$ cat config.mk
export PLATFORM = sky130hd
export DESIGN_NAME = uart_rx_capture_mc
export DESIGN_NICKNAME = d
export VERILOG_FILES = /design/src/rtl/uart_capture_pkg.sv /design/src/rtl/fifo_v3.sv /design/src/rtl/uart_rx_capture_chan.sv /design/src/rtl/uart_rx_capture_mc.sv
export SDC_FILE = /design/constraint.sdc
export NUM_CORES = 1
export LEC_CHECK = 0
export BUFFER_PORTS_ARGS = -buffer_cell sky130_fd_sc_hd__buf_2
export CAP_MARGIN = 20
export CORE_ASPECT_RATIO = 1.1
export CORE_MARGIN = 2
export CORE_UTILIZATION = 45
export CTS_BUF_LIST = sky130_fd_sc_hd__clkbuf_16
export DETAILED_ROUTE_END_ITERATION = 7
export PLACE_DENSITY = 0.71
export SETUP_SLACK_MARGIN = 0.4
export SLEW_MARGIN = 20
export SYNTH_ARGS = -nofsm -noshare
export SYNTH_HDL_FRONTEND = slang
export SYNTH_HIERARCHICAL = 1
export SYNTH_SLANG_ARGS = --single-unit
export TNS_END_PERCENT = 100
$ cat constraint.sdc
create_clock -name clk_i -period 3.5 [get_ports clk_i]
set_input_delay 0.175 -clock clk_i [delete_from_list [all_inputs] [get_ports clk_i]]
set_output_delay 0.175 -clock clk_i [all_outputs]
set_load 0.03 [all_outputs]
$ cat src/rtl/uart_capture_pkg.sv
// Shared types and constants for the multi-channel UART receive capture block.
// A frame entry is sized for the widest supported data field.
package uart_capture_pkg;

    localparam int MinDiv      = 4;
    localparam int MaxDataBits = 9;

    typedef enum logic [2:0] {
        ST_IDLE,
        ST_START,
        ST_DATA,
        ST_PAR,
        ST_STOP
    } rx_state_e;

    typedef struct packed {
        logic [MaxDataBits-1:0] data;
        logic                   perr;
        logic                   ferr;
    } frame_t;

endpackage

$ cat src/rtl/fifo_v3.sv
// Small first-word-fall-through FIFO; a push into a full FIFO is accepted only
// when a pop frees a slot in the same cycle.
module fifo_v3 #(
    parameter int Depth = 4,
    parameter int Width = 8
) (
    input  logic             clk_i,
    input  logic             rst_i,
    input  logic             push_i,
    input  logic [Width-1:0] data_i,
    input  logic             pop_i,
    output logic [Width-1:0] data_o,
    output logic             full_o,
    output logic             empty_o
);

    localparam int AddrW = $clog2(Depth);

    logic [Width-1:0] mem_q [Depth];
    logic [AddrW:0]   wr_ptr_q, wr_ptr_d;
    logic [AddrW:0]   rd_ptr_q, rd_ptr_d;
    logic             do_push, do_pop;

    assign full_o  = (wr_ptr_q[AddrW] != rd_ptr_q[AddrW]) &&
                     (wr_ptr_q[AddrW-1:0] == rd_ptr_q[AddrW-1:0]);
    assign empty_o = (wr_ptr_q == rd_ptr_q);
    assign do_push = push_i & (~full_o | pop_i);
    assign do_pop  = pop_i & ~empty_o;
    assign data_o  = mem_q[rd_ptr_q[AddrW-1:0]];

    always_comb begin
        wr_ptr_d = wr_ptr_q;
        rd_ptr_d = rd_ptr_q;
        if (do_push) wr_ptr_d = wr_ptr_q + 1'b1;
        if (do_pop)  rd_ptr_d = rd_ptr_q + 1'b1;
    end

    always_ff @(posedge clk_i or posedge rst_i) begin
        if (rst_i) begin
            wr_ptr_q <= '0;
            rd_ptr_q <= '0;
        end else begin
            wr_ptr_q <= wr_ptr_d;
            rd_ptr_q <= rd_ptr_d;
        end
    end

    always_ff @(posedge clk_i) begin
        if (do_push) mem_q[wr_ptr_q[AddrW-1:0]] <= data_i;
    end

endmodule

$ cat src/rtl/uart_rx_capture_chan.sv
// One UART receive lane: input synchronizer, mid-bit sampling FSM, shift
// register and parity check. Emits a one-cycle push with the completed frame.
module uart_rx_capture_chan
    import uart_capture_pkg::*;
#(
    parameter int DataBits  = 8,
    parameter int ParityEn  = 0,
    parameter int ParityOdd = 0,
    parameter int DivWidth  = 16
) (
    input  logic                clk_i,
    input  logic                rst_i,
    input  logic [DivWidth-1:0] div_i,
    input  logic                rx_i,
    output logic                push_o,
    output frame_t              frame_o
);

    logic [1:0]          sync_q;
    rx_state_e           state_q, state_d;
    logic [DivWidth-1:0] cnt_q, cnt_d;
    logic [DivWidth-1:0] div_q, div_d;
    logic [3:0]          bit_q, bit_d;
    logic [DataBits-1:0] shift_q, shift_d;
    logic                perr_q, perr_d;
    logic                rx_s, cnt_zero;
    logic [DivWidth-1:0] div_clamped;

    assign rx_s        = sync_q[1];
    assign cnt_zero    = (cnt_q == '0);
    assign div_clamped = (div_i < DivWidth'(MinDiv)) ? DivWidth'(MinDiv) : div_i;

    always_comb begin
        state_d = state_q;
        cnt_d   = cnt_q;
        div_d   = div_q;
        bit_d   = bit_q;
        shift_d = shift_q;
        perr_d  = perr_q;
        push_o  = 1'b0;
        frame_o = '0;
        frame_o.data = MaxDataBits'(shift_q);
        frame_o.perr = perr_q;
        if (state_q != ST_IDLE && !cnt_zero) cnt_d = cnt_q - DivWidth'(1);
        case (state_q)
            ST_IDLE: begin
                // Half a bit period lands the first sample mid start bit.
                if (!rx_s) begin
                    div_d   = div_clamped;
                    cnt_d   = (div_clamped >> 1) - DivWidth'(1);
                    bit_d   = '0;
                    perr_d  = 1'b0;
                    state_d = ST_START;
                end
            end
            ST_START: begin
                if (cnt_zero) begin
                    if (rx_s) begin
                        state_d = ST_IDLE;
                    end else begin
                        cnt_d   = div_q - DivWidth'(1);
                        state_d = ST_DATA;
                    end
                end
            end
            ST_DATA: begin
                if (cnt_zero) begin
                    shift_d = {rx_s, shift_q[DataBits-1:1]};
                    cnt_d   = div_q - DivWidth'(1);
                    if (bit_q == 4'(DataBits - 1)) begin
                        state_d = (ParityEn != 0) ? ST_PAR : ST_STOP;
                    end else begin
                        bit_d = bit_q + 4'd1;
                    end
                end
            end
            ST_PAR: begin
                if (cnt_zero) begin
                    perr_d  = (^shift_q) ^ rx_s ^ (ParityOdd != 0);
                    cnt_d   = div_q - DivWidth'(1);
                    state_d = ST_STOP;
                end
            end
            ST_STOP: begin
                if (cnt_zero) begin
                    push_o       = 1'b1;
                    frame_o.ferr = ~rx_s;
                    state_d      = ST_IDLE;
                end
            end
            default: state_d = ST_IDLE;
        endcase
    end

    always_ff @(posedge clk_i or posedge rst_i) begin
        if (rst_i) begin
            sync_q  <= 2'b11;
            state_q <= ST_IDLE;
            cnt_q   <= '0;
            div_q   <= '0;
            bit_q   <= '0;
            shift_q <= '0;
            perr_q  <= 1'b0;
        end else begin
            sync_q  <= {sync_q[0], rx_i};
            state_q <= state_d;
            cnt_q   <= cnt_d;
            div_q   <= div_d;
            bit_q   <= bit_d;
            shift_q <= shift_d;
            perr_q  <= perr_d;
        end
    end

endmodule

$ cat src/rtl/uart_rx_capture_mc.sv
// Multi-channel UART capture: per-lane receiver and FIFO, merged into a single
// registered valid/ready stream by a round-robin arbiter.
module uart_rx_capture_mc
    import uart_capture_pkg::*;
#(
    parameter int NumChan   = 2,
    parameter int DataBits  = 8,
    parameter int ParityEn  = 0,
    parameter int ParityOdd = 0,
    parameter int FifoDepth = 4,
    parameter int DivWidth  = 16,
    localparam int ChanW    = (NumChan > 1) ? $clog2(NumChan) : 1
) (
    input  logic                clk_i,
    input  logic                rst_i,
    input  logic [DivWidth-1:0] div_i,
    input  logic                clr_ovf_i,
    input  logic [NumChan-1:0]  rx_i,
    output logic                out_valid_o,
    input  logic                out_ready_i,
    output logic [DataBits-1:0] out_data_o,
    output logic [ChanW-1:0]    out_chan_o,
    output logic                out_perr_o,
    output logic                out_ferr_o,
    output logic [NumChan-1:0]  ovf_o
);

    localparam int FrameW = $bits(frame_t);

    logic [NumChan-1:0] push, full, empty, pop;
    logic [NumChan-1:0] ovf_q, ovf_d;
    frame_t             push_frame [NumChan];
    logic [FrameW-1:0]  head_bits  [NumChan];
    logic               grant_valid, load_en;
    logic [ChanW-1:0]   grant_idx;
    logic [ChanW-1:0]   ptr_q, ptr_d;
    logic [ChanW-1:0]   chan_q, chan_d;
    logic               valid_q, valid_d;
    frame_t             slot_q, slot_d;

    for (genvar gi = 0; gi < NumChan; gi++) begin : g_chan
        uart_rx_capture_chan #(
            .DataBits (DataBits),
            .ParityEn (ParityEn),
            .ParityOdd(ParityOdd),
            .DivWidth (DivWidth)
        ) u_chan (
            .clk_i  (clk_i),
            .rst_i  (rst_i),
            .div_i  (div_i),
            .rx_i   (rx_i[gi]),
            .push_o (push[gi]),
            .frame_o(push_frame[gi])
        );

        fifo_v3 #(
            .Depth(FifoDepth),
            .Width(FrameW)
        ) u_fifo (
            .clk_i  (clk_i),
            .rst_i  (rst_i),
            .push_i (push[gi]),
            .data_i (push_frame[gi]),
            .pop_i  (pop[gi]),
            .data_o (head_bits[gi]),
            .full_o (full[gi]),
            .empty_o(empty[gi])
        );

        assign pop[gi] = load_en && (grant_idx == ChanW'(gi));
        // A fresh overflow outranks a simultaneous clear.
        assign ovf_d[gi] = (push[gi] & full[gi] & ~pop[gi]) | (ovf_q[gi] & ~clr_ovf_i);
    end

    always_comb begin
        grant_valid = 1'b0;
        grant_idx   = '0;
        for (int i = 0; i < NumChan; i++) begin
            if (!grant_valid && !empty[(int'(ptr_q) + i) % NumChan]) begin
                grant_valid = 1'b1;
                grant_idx   = ChanW'((int'(ptr_q) + i) % NumChan);
            end
        end
    end

    always_comb begin
        load_en = grant_valid & (~valid_q | out_ready_i);
        valid_d = valid_q;
        slot_d  = slot_q;
        chan_d  = chan_q;
        ptr_d   = ptr_q;
        if (load_en) begin
            valid_d = 1'b1;
            slot_d  = frame_t'(head_bits[grant_idx]);
            chan_d  = grant_idx;
            ptr_d   = (grant_idx == ChanW'(NumChan - 1)) ? '0 : grant_idx + 1'b1;
        end else if (out_ready_i) begin
            valid_d = 1'b0;
        end
    end

    always_ff @(posedge clk_i or posedge rst_i) begin
        if (rst_i) begin
            valid_q <= 1'b0;
            slot_q  <= '0;
            chan_q  <= '0;
            ptr_q   <= '0;
            ovf_q   <= '0;
        end else begin
            valid_q <= valid_d;
            slot_q  <= slot_d;
            chan_q  <= chan_d;
            ptr_q   <= ptr_d;
            ovf_q   <= ovf_d;
        end
    end

    if (DataBits < MaxDataBits) begin : g_unused_hi
        logic unused_data_hi;
        assign unused_data_hi = ^slot_q.data[MaxDataBits-1:DataBits];
    end

    assign out_valid_o = valid_q;
    assign out_data_o  = slot_q.data[DataBits-1:0];
    assign out_chan_o  = chan_q;
    assign out_perr_o  = slot_q.perr;
    assign out_ferr_o  = slot_q.ferr;
    assign ovf_o       = ovf_q;

endmodule

==> run summary, run 1 <==
Average cell area after synthesis - 11.2 um^2
Worst hold path depth - 3
Critical Path Start Type - flip-flop
GP Congestion - 0.855
Peak supply drop - 0.382 mV
Final Skew - 0.0132 ns
Clock-pin transition on the worst setup and hold timing paths - 0.06 ns
Crit. End Element - flip-flop
Placed wire-length estimate after detailed placement - 16500 um
Netlist area before placement - 10900 um^2
Period Utilization, post-route - 82.1%
Post-Synthesis Net Count - 1015
Path class of the lowest-slack min-delay path - in -> reg
Least-Margin Pin Slew - 0.892 ns
Startpoint of the worst-slack reg-to-reg timing path - g_chan[1].u_chan/cnt_q[1]$_DFF_PP0_
Pin count of the biggest net entering global routing - 51
Wire length of the first global-routing pass - 40600 um
DRC errors left - 0
TritonCTS clock tree - yes
Chip Width - 152 um
Drt via density - 5.75
Most common cell after layout, fill and taps aside - sky130_fd_sc_hd__nand2_1
Overflow left after global routing - 0
Crit path time final - 2.87 ns
Pins over their slew limit - 0
Power Density - 467 nW/um^2
Start point of the worst hold path - div_i[15]
Antenna viol nets, final - 0
Number of buffers inserted during clock tree synthesis - 23
Post-synthesis to final-layout area growth - 12.4%
Via count of the first global-routing pass - 7879
# IOs - 36
Standard-cell row count - 59
Hold Crit Endpoint - g_chan[1].u_chan/div_q[15]$_DFFE_PP0P_
Average detailed-routed wire length per instance - 18.0 um
Initial antenna violation count - 0
Hold Vio Cnt, Final - 0
Root Buffer Master - sky130_fd_sc_hd__clkbuf_16
Maximum count of clock buffers along a single path - 3
Global Route Usage Sum - 19.4%
Number of nets at the end of the flow - 1070
Post-place setup slack - 0.527 ns
Maximum fanout along the worst path - 10
Cell count after synthesis - 973
H-tree levels - 1
Most frequent cells in the layout - sky130_fd_sc_hd__nand2_1, sky130_fd_sc_hd__dfrtp_1, sky130_fd_sc_hd__edfxtp_1
DRC marker count from the first detailed-route iteration - 518
R2R Setup Slk - 0.63 ns
Sum of negative setup slack - 0 ns
Chip height - 167 um
Clock latency on the worst-skew pair - 0.52 ns
Fmax - 0.348 GHz
Max-cap violation count - 0
Result of the run - completed
RSZ-0062 raised after global routing - false
Fraction of layout cells with a size suffix above 1 - 15.9%
Relative slew margins - 40.5%
Port Buffer Count - 35
Aggregate routed wire length - 24200 um
Fill cell instance count of the final layout - 2053
YS warnings - 6
Initial Util - 45.9%
Critical path type - reg -> reg
First drt pass iteration count - 5
Reg2reg end - g_chan[1].u_fifo/mem_q[1][0]$_DFFE_PP_
Sink Count - 207
Required time of the critical path - 3.66 ns
Critical path data arrival time - 3.03 ns
Post-CTS setup buffer count - 0
Antenna cell count - 0
Final setup violating endpoints - 0
Post-route setup slack - 0.626 ns
Routed vias - 7751
Core Area - 23700 um^2
Register-to-Register Path Depth - 7
Area of the die - 25400 um^2
Leakage component of the power - 4.97 nW
==> repair_timing <==
| action | in CTS | in global routing |
|---|---|---|
| setup endpoints to repair | 0 | 20 |
| hold buffers | 17 | 0 |
| resized for setup | 0 | 2 |
| hold endpoints to repair | 54 | 0 |
==> worst max-delay path: stages, from the launching register on <==
cell and delay, ns:
sky130_fd_sc_hd__dfrtp_1 0.40, sky130_fd_sc_hd__inv_1 0.08, sky130_fd_sc_hd__ha_1 0.18, sky130_fd_sc_hd__or3b_2 0.54, sky130_fd_sc_hd__nor2_1 0.24, sky130_fd_sc_hd__nand2_1 0.17, sky130_fd_sc_hd__nor2_1 0.33, sky130_fd_sc_hd__and3_1 0.57
==> where the power goes <==
group,internal (mW),switching (mW)
registers,2.66,0.190
clock network,1.27,0.952
logic,0.299,0.327
==> sequential cells by signal (all words and copies together) (netlist names) <==
name and flops:
g_chan.u_fifo/mem_q 80, g_chan.u_chan/cnt_q 32, g_chan.u_chan/div_q 32, g_chan.u_chan/shift_q 16, g_chan.u_chan/bit_q 8, out_data_o 8, g_chan.u_chan/state_q 6, g_chan.u_fifo/rd_ptr_q 6
g_chan.u_fifo/wr_ptr_q 6, g_chan.u_chan/sync_q 4, g_chan.u_chan/perr_q 2, ovf_o 2, out_chan_o 1, out_ferr_o 1, out_perr_o 1, out_valid_o 1
ptr_q 1
==> cell type report <==
cell class | count | area [um^2] | area share [%]
Clock buffer | 23 | 576 | 4.71
Clock inverter | 17 | 114 | 0.932
Inverter | 27 | 104 | 0.850
Multi-Input combinational cell | 699 | 4970 | 40.7
Sequential cell | 207 | 5590 | 45.7
Tap cell | 305 | 382 | 3.13
Timing Repair Buffer | 70 | 480 | 3.93
==> layer usage <==
| layer | GRT usage [%] | wire, um | up-vias |
|---|---|---|---|
| met5 | 0 | 0 | - |
| met1 | 26.4 | 10700 | 3822 |
| met4 | 6.30 | 774 | 0 |
| met3 | 2.94 | 937 | 56 |
| met2 | 32.2 | 11800 | 174 |
| li1 | - | - | 3699 |
==> how the worst max path moves through the flow <==
stage	start	end	slack, ns
global placement	g_chan[1].u_fifo/rd_ptr_q[1]$_DFFE_PP0P_	g_chan[1].u_fifo/mem_q[1][5]$_DFFE_PP_	0.67
finish	g_chan[1].u_chan/cnt_q[1]$_DFF_PP0_	g_chan[1].u_fifo/mem_q[1][0]$_DFFE_PP_	0.63
CTS	g_chan[1].u_fifo/rd_ptr_q[1]$_DFFE_PP0P_	g_chan[0].u_fifo/mem_q[3][8]$_DFFE_PP_	0.48
floorplan	g_chan[0].u_fifo/rd_ptr_q[0]$_DFFE_PP0P_	g_chan[0].u_fifo/mem_q[0][0]$_DFFE_PP_	0.85
detailed placement	g_chan[1].u_fifo/rd_ptr_q[1]$_DFFE_PP0P_	g_chan[0].u_fifo/mem_q[3][7]$_DFFE_PP_	0.53
global route	g_chan[1].u_chan/cnt_q[1]$_DFF_PP0_	g_chan[1].u_fifo/mem_q[0][0]$_DFFE_PP_	0.41
==> metrics by stage <==
step	hold slack (ns)	utilization (%)	instances	total power [mW]	cell area, um^2
floorplan	-0.0340	-	973	3.32	10900
global placement	0.214	47.9	1291	3.48	11300
detailed placement	0.225	47.9	1291	3.49	11300
CTS	0.00703	51.5	1348	5.75	12200
global route	0.0291	51.5	1348	5.96	12200
finish	0.0275	51.5	1348	5.70	12200
Note: power is estimated with default switching activity, not from simulation.
==> run 2, diff against run 1 <==
clock period = 2.8 ns   (was 3.5 ns; I/O delays follow)
==> run 2 against run 1 <==
  * Clock power rose by 16%
  * Register-to-register slack got worse by 0.26 ns
  * Combinational power rose by 39%
  * Worst setup slack got worse by 0.26 ns
  * Routed wire length rose by 2.1%
  * Utilization rose by 1.8 points
  * Critical path depth fell by 2
  * Count of clock-buffer cells in the layout fell by 1
  * Critical endpoint is now g_chan[1].u_chan/cnt_q[1]$_DFF_PP0_
==> run summary, run 2 (synthesis gave the netlist of run 1 again) <==
Core Area - 23700 um^2
Leakage component of the power - 5.15 nW
Least-Margin Pin Slew - 0.862 ns
DRC errors left - 0
Critical path type - reg -> reg
Antenna viol nets, final - 0
GP Congestion - 0.902
Pins over their slew limit - 0
Largest register FFs - 80
Required time of the critical path - 3.23 ns
Period Utilization, post-route - 86.9%
RSZ-0062 raised after global routing - true
Non-filler instance count after layout - 1383
Post-route setup slack - 0.367 ns
Chip height - 167 um
Peak supply drop - 0.456 mV
Area of the die - 25400 um^2
Proportion of power drawn by combinational gates - 12.3%
Chip Width - 152 um
Routed vias - 7900
Count of cell instances traversed by the critical path - 5
Final instance area - 12600 um^2
Hold Vio Cnt, Final - 0
Switching share of power - 26.3%
Maximum count of clock buffers along a single path - 3
Number of buffers inserted during clock tree synthesis - 22
Clock latency on the worst-skew pair - 0.51 ns
Result of the run - completed
Crit path time final - 2.43 ns
Number of nets at the end of the flow - 1104
Fmax - 0.411 GHz
Final setup violating endpoints - 0
R2R Setup Slk - 0.37 ns
Port Buffer Count - 35
Average detailed-routed wire length per instance - 17.9 um
Clock Power Share - 36.7%
Initial antenna violation count - 0
# IOs - 36
Fraction of power consumed by sequential logic - 51.0%
Pin count of the biggest net entering global routing - 51
Slowest stage cell on the critical path - sky130_fd_sc_hd__or4_4
Net switching power - 1.85 mW
Max-cap violation count - 0
Post-place setup slack - 0.151 ns
Cell-by-cell trace of the critical path - or4_4 > or4_4 > or3_4 > o22a_1 > o22ai_2
Total buffers and inverters traversed by the critical path - 0
Most Frequent Cell on Critical Path - sky130_fd_sc_hd__or4_4
Sink Count - 207
Crit. End Element - flip-flop
Fraction of layout cells with a size suffix above 1 - 21.5%
DRC marker count from the first detailed-route iteration - 491
Placed Instance Area - 11500 um^2
Placed Instances - 1310
Final Skew - 0.0136 ns
Clock-pin transition on the worst setup and hold timing paths - 0.06 ns
Worst hold path depth - 3
CP delay by family, top - simple AND/OR/NAND/NOR gates
Aggregate routed wire length - 24700 um
Register-to-Register Path Depth - 5
Via count of the first global-routing pass - 7737
Standard-cell row count - 59
Sum of negative setup slack - 0 ns
Maximum fanout along the worst path - 5
Hold Slack - 0.0104 ns
Cell internal pwr - 5.19 mW
Most common cell after layout, fill and taps aside - sky130_fd_sc_hd__nand2_1
Power Density - 557 nW/um^2
Fill cell instance count of the final layout - 2015
Global Route Usage Sum - 19.1%
TritonCTS clock tree - yes
Relative slew margins - 42.1%
Path class of the lowest-slack min-delay path - in -> reg
Initial Util - 45.9%
Antenna cell count - 0
Critical path data arrival time - 2.86 ns
Critical Path Start Type - flip-flop
Placed wire-length estimate after detailed placement - 16500 um
H-tree levels - 1
Overflow left after global routing - 0
Root Buffer Master - sky130_fd_sc_hd__clkbuf_16
Slowest stage delay, CP - 0.59 ns
Post-synthesis to final-layout area growth - 16.2%
Drt via density - 5.71
Most frequent cells in the layout - sky130_fd_sc_hd__nand2_1, sky130_fd_sc_hd__dfrtp_1, sky130_fd_sc_hd__edfxtp_1
Wire length of the first global-routing pass - 40100 um
First drt pass iteration count - 5
-- run 2: changes by cell type in the layout (fill, tap and decap cells not counted), sizes merged --
cell,change
clkbuf,-1
clkinv,+7
inv,-4
bufinv,-1
clkinvlp,-1
or3,+1
buf,+35
dlygate4sd3,-1
-- run 2: layer usage --
layer | track usage, % | vias to the layer above | part of all wire (%)
met2 | 33.0 | 190 | 49
li1 | - | 3774 | -
met5 | 0 | - | 0
met1 | 25.9 | 3904 | 45
met3 | 2.68 | 32 | 4.3
met4 | 4.23 | 0 | 1.8
-- run 2: worst min-delay path: stages --
cell and delay [ns]:
sky130_fd_sc_hd__buf_2 0.17, sky130_fd_sc_hd__nand2_1 0.11, sky130_fd_sc_hd__nand2_1 0.05
-- run 2: power groups by stage --
stage | registers, mW | logic, mW | clock network, mW
after floorplan | 3.54 | 0.618 | 0
after global placement | 3.61 | 0.768 | 0
after detailed placement | 3.62 | 0.779 | 0
after CTS | 3.56 | 0.817 | 2.64
after global routing | 3.61 | 0.959 | 2.76
final | 3.59 | 0.869 | 2.58
-- run 2: layout make-up --
cell class | count | area [um^2] | share of cell area (%)
flip-flops and latches | 207 | 5600 | 44.3
multi-input cells | 700 | 5160 | 40.9
repair buffers | 104 | 749 | 5.93
clock buffers | 22 | 551 | 4.36
well taps | 305 | 382 | 3.02
inverters | 27 | 104 | 0.822
clock inverters | 18 | 87.6 | 0.693
-- run 2: path summary, 6_finish.rpt --
path	from	endpoint
max in group asynchronous	rst_i	g_chan[0].u_chan/div_q[5]$_DFFE_PP0P_
max	g_chan[1].u_chan/cnt_q[13]$_DFF_PP0_	g_chan[1].u_chan/cnt_q[1]$_DFF_PP0_
min	div_i[13]	g_chan[0].u_chan/div_q[13]$_DFFE_PP0P_
min reg2reg	g_chan[0].u_chan/sync_q[0]$_DFF_PP1_	g_chan[0].u_chan/sync_q[1]$_DFF_PP1_
max reg2reg	g_chan[1].u_chan/cnt_q[13]$_DFF_PP0_	g_chan[1].u_chan/cnt_q[1]$_DFF_PP0_
min in group asynchronous	rst_i	g_chan[0].u_fifo/rd_ptr_q[2]$_DFFE_PP0P_
-- run 2: stage by stage --
| stage | power, mW | utilization, % |
|---|---|---|
| detailed placement | 4.39 | 48.7 |
| CTS | 7.02 | 52.4 |
| global route | 7.33 | 53.3 |
| finish | 7.04 | 53.3 |
| global placement | 4.38 | 48.7 |
| floorplan | 4.16 | - |
-- run 2: what timing repair did --
item                                    CTS  global route
endpoints found under the setup margin   95            95
gates resized for setup                  16            22
buffers inserted                          0            16
pin swaps                                 1             9
gates cloned                              0             1
hold buffers                             16             0
endpoints found under the hold margin    50             0
==> run 3, diff against run 2 <==
CORE_ASPECT_RATIO = 1.25   (was 1.1)
clock period = 2.4 ns   (was 2.8 ns; I/O delays follow)
==> run 3 against run 2 <==
  * Count of clock-buffer cells in the layout up 1
  * Non-clock buffer count up 86
  * Die area about the same
  * Critical path depth up 2
  * Worst setup slack worse by 0.25 ns
  * Combinational power up 65%
  * Maximum frequency up 6.8%
  * Critical path type unchanged
  * Largest power group unchanged
==> run summary, run 3 (synthesis gave the netlist of run 1 again) <==
GP Congestion - 0.887
Routed vias - 8587
Pin count of the biggest net entering global routing - 51
Combined area of the multi-input logic cells - 5900 um^2
Cell internal pwr - 6.70 mW
RSZ-0062 raised after global routing - true
Path class of the lowest-slack min-delay path - in -> reg
CP startpoint - g_chan[1].u_chan/cnt_q[0]$_DFF_PP0_
Hold Vio Cnt, Final - 0
First drt pass iteration count - 5
Proportion of power drawn by combinational gates - 15.7%
Crit. End Element - flip-flop
Required time of the critical path - 2.86 ns
Via count of the first global-routing pass - 8620
Root Buffer Master - sky130_fd_sc_hd__clkbuf_16
Most common cell after layout, fill and taps aside - sky130_fd_sc_hd__nand2_1
R2R Setup Slk - 0.12 ns
Final Power - 9.14 mW
Largest register FFs - 80
Power Density - 640 nW/um^2
Startpoint of the worst-slack reg-to-reg timing path - g_chan[1].u_chan/cnt_q[0]$_DFF_PP0_
Max-cap violation count - 0
Critical path capture point - g_chan[1].u_chan/cnt_q[1]$_DFF_PP0_
Initial antenna violation count - 0
Critical Path Start Type - flip-flop
Sequential standard cell area - 5610 um^2
Period Utilization, post-route - 95.0%
DRC marker count from the first detailed-route iteration - 555
Leakage component of the power - 5.84 nW
Sink Count - 207
Port Buffer Count - 35
Net switching power - 2.44 mW
Antenna viol nets, final - 0
Chip Width - 143 um
Fmax - 0.439 GHz
Start point of the worst hold path - div_i[5]
Clock Power Share - 38.9%
Critical path type - reg -> reg
Crit path time final - 2.28 ns
Maximum fanout along the worst path - 7
Fill cell instance count of the final layout - 1804
Least-Margin Pin Slew - 0.674 ns
Placed wire-length estimate after detailed placement - 18000 um
Post-synthesis to final-layout area growth - 31.3%
Standard-cell row count - 63
Initial Util - 45.8%
Clock latency on the worst-skew pair - 0.53 ns
Pins over their slew limit - 0
Core Area - 23700 um^2
Drt via density - 5.73
Final Skew - 0.0222 ns
Area of the die - 25400 um^2
Result of the run - completed
Aggregate routed wire length - 28300 um
Switching share of power - 26.7%
DRC errors left - 0
Register-to-Register Path Depth - 7
Clock-pin transition on the worst setup and hold timing paths - 0.06 ns
Fraction of power consumed by sequential logic - 45.5%
Placed Instance Area - 12100 um^2
Maximum count of clock buffers along a single path - 3
Antenna cell count - 0
Final setup violating endpoints - 0
Number of nets at the end of the flow - 1199
Wire length of the first global-routing pass - 44200 um
Global Route Usage Sum - 21.8%
Final instance area - 14300 um^2
TritonCTS clock tree - yes
Chip height - 178 um
# IOs - 36
H-tree levels - 1
Peak supply drop - 0.535 mV
Overflow left after global routing - 0
Final cell utilization of the core - 60.2%
Relative slew margins - 54.7%
Most frequent cells in the layout - sky130_fd_sc_hd__nand2_1, sky130_fd_sc_hd__buf_4, sky130_fd_sc_hd__dfrtp_1
Average detailed-routed wire length per instance - 18.8 um
Reg2reg end - g_chan[1].u_chan/cnt_q[1]$_DFF_PP0_
Critical path data arrival time - 2.74 ns
Number of buffers inserted during clock tree synthesis - 23
Fraction of layout cells with a size suffix above 1 - 36.3%
-- run 3: worst min path at each step --
stage / depth (start not counted) / endpoint
2_1_floorplan: 1 / g_chan[0].u_fifo/rd_ptr_q[2]$_DFFE_PP0P_
3_3_place_gp: 2 / g_chan[1].u_fifo/wr_ptr_q[2]$_DFFE_PP0P_
3_5_place_dp: 2 / g_chan[1].u_fifo/wr_ptr_q[2]$_DFFE_PP0P_
4_1_cts: 4 / g_chan[1].u_chan/div_q[8]$_DFFE_PP0P_
5_1_grt: 4 / g_chan[1].u_chan/div_q[8]$_DFFE_PP0P_
6_report: 4 / g_chan[1].u_chan/div_q[5]$_DFFE_PP0P_
-- run 3: metrics by stage --
step | hold WS (ns) | cells | setup WS [ns] | TNS, ns
6_report | 0.0149 | 1499 | 0.121 | 0
5_1_grt | 0.0184 | 1499 | 0.0535 | 0
4_1_cts | 0.00165 | 1468 | 0.159 | 0
3_5_place_dp | 0.158 | 1375 | 0.0244 | 0
3_3_place_gp | 0.156 | 1375 | 0.0891 | 0
2_1_floorplan | -0.0893 | 973 | -0.00669 | -0.00669
-- run 3: layout make-up --
cell class              instances  area share, %
inverters                      27          0.745
flip-flops and latches        207           39.3
clock buffers                  23           4.03
multi-input cells             707           41.3
well taps                     325           2.85
repair buffers                190           10.4
repair inverters                1         0.0526
clock inverters                19           1.30
-- run 3: repair_timing --
action	CTS	global route
pin swaps	31	44
cloned	8	2
resized for setup	70	97
setup endpoints to repair	155	148
buffers inserted	28	29
hold buffers	15	0
endpoints found under the hold margin	123	0
-- run 3: power groups by stage --
stage                     sequential [mW]  combinational [mW]  clock [mW]
after floorplan                      4.15               0.748           0
after global placement               4.18                1.07           0
after detailed placement             4.19                1.10           0
after CTS                            4.15                1.28        3.61
after global routing                 4.18                1.55        3.76
final                                4.15                1.43        3.55
-- run 3: per-layer routing --
metal / vias to the layer above / GRT usage [%] / part of all wire [%]
met5: - / 0 / 0
met4: 0 / 7.51 / 3.3
met3: 71 / 2.83 / 4.9
met2: 314 / 39.1 / 52
met1: 4218 / 26.8 / 40
li1: 3984 / - / -
-- run 3: critical path: stages (launching register included) --
cell and delay, ns:
sky130_fd_sc_hd__dfrtp_1 0.39, sky130_fd_sc_hd__inv_2 0.09, sky130_fd_sc_hd__ha_4 0.13, sky130_fd_sc_hd__or3b_4 0.44, sky130_fd_sc_hd__or4_4 0.45, sky130_fd_sc_hd__or3_4 0.40
sky130_fd_sc_hd__o22a_1 0.19, sky130_fd_sc_hd__o22ai_2 0.13
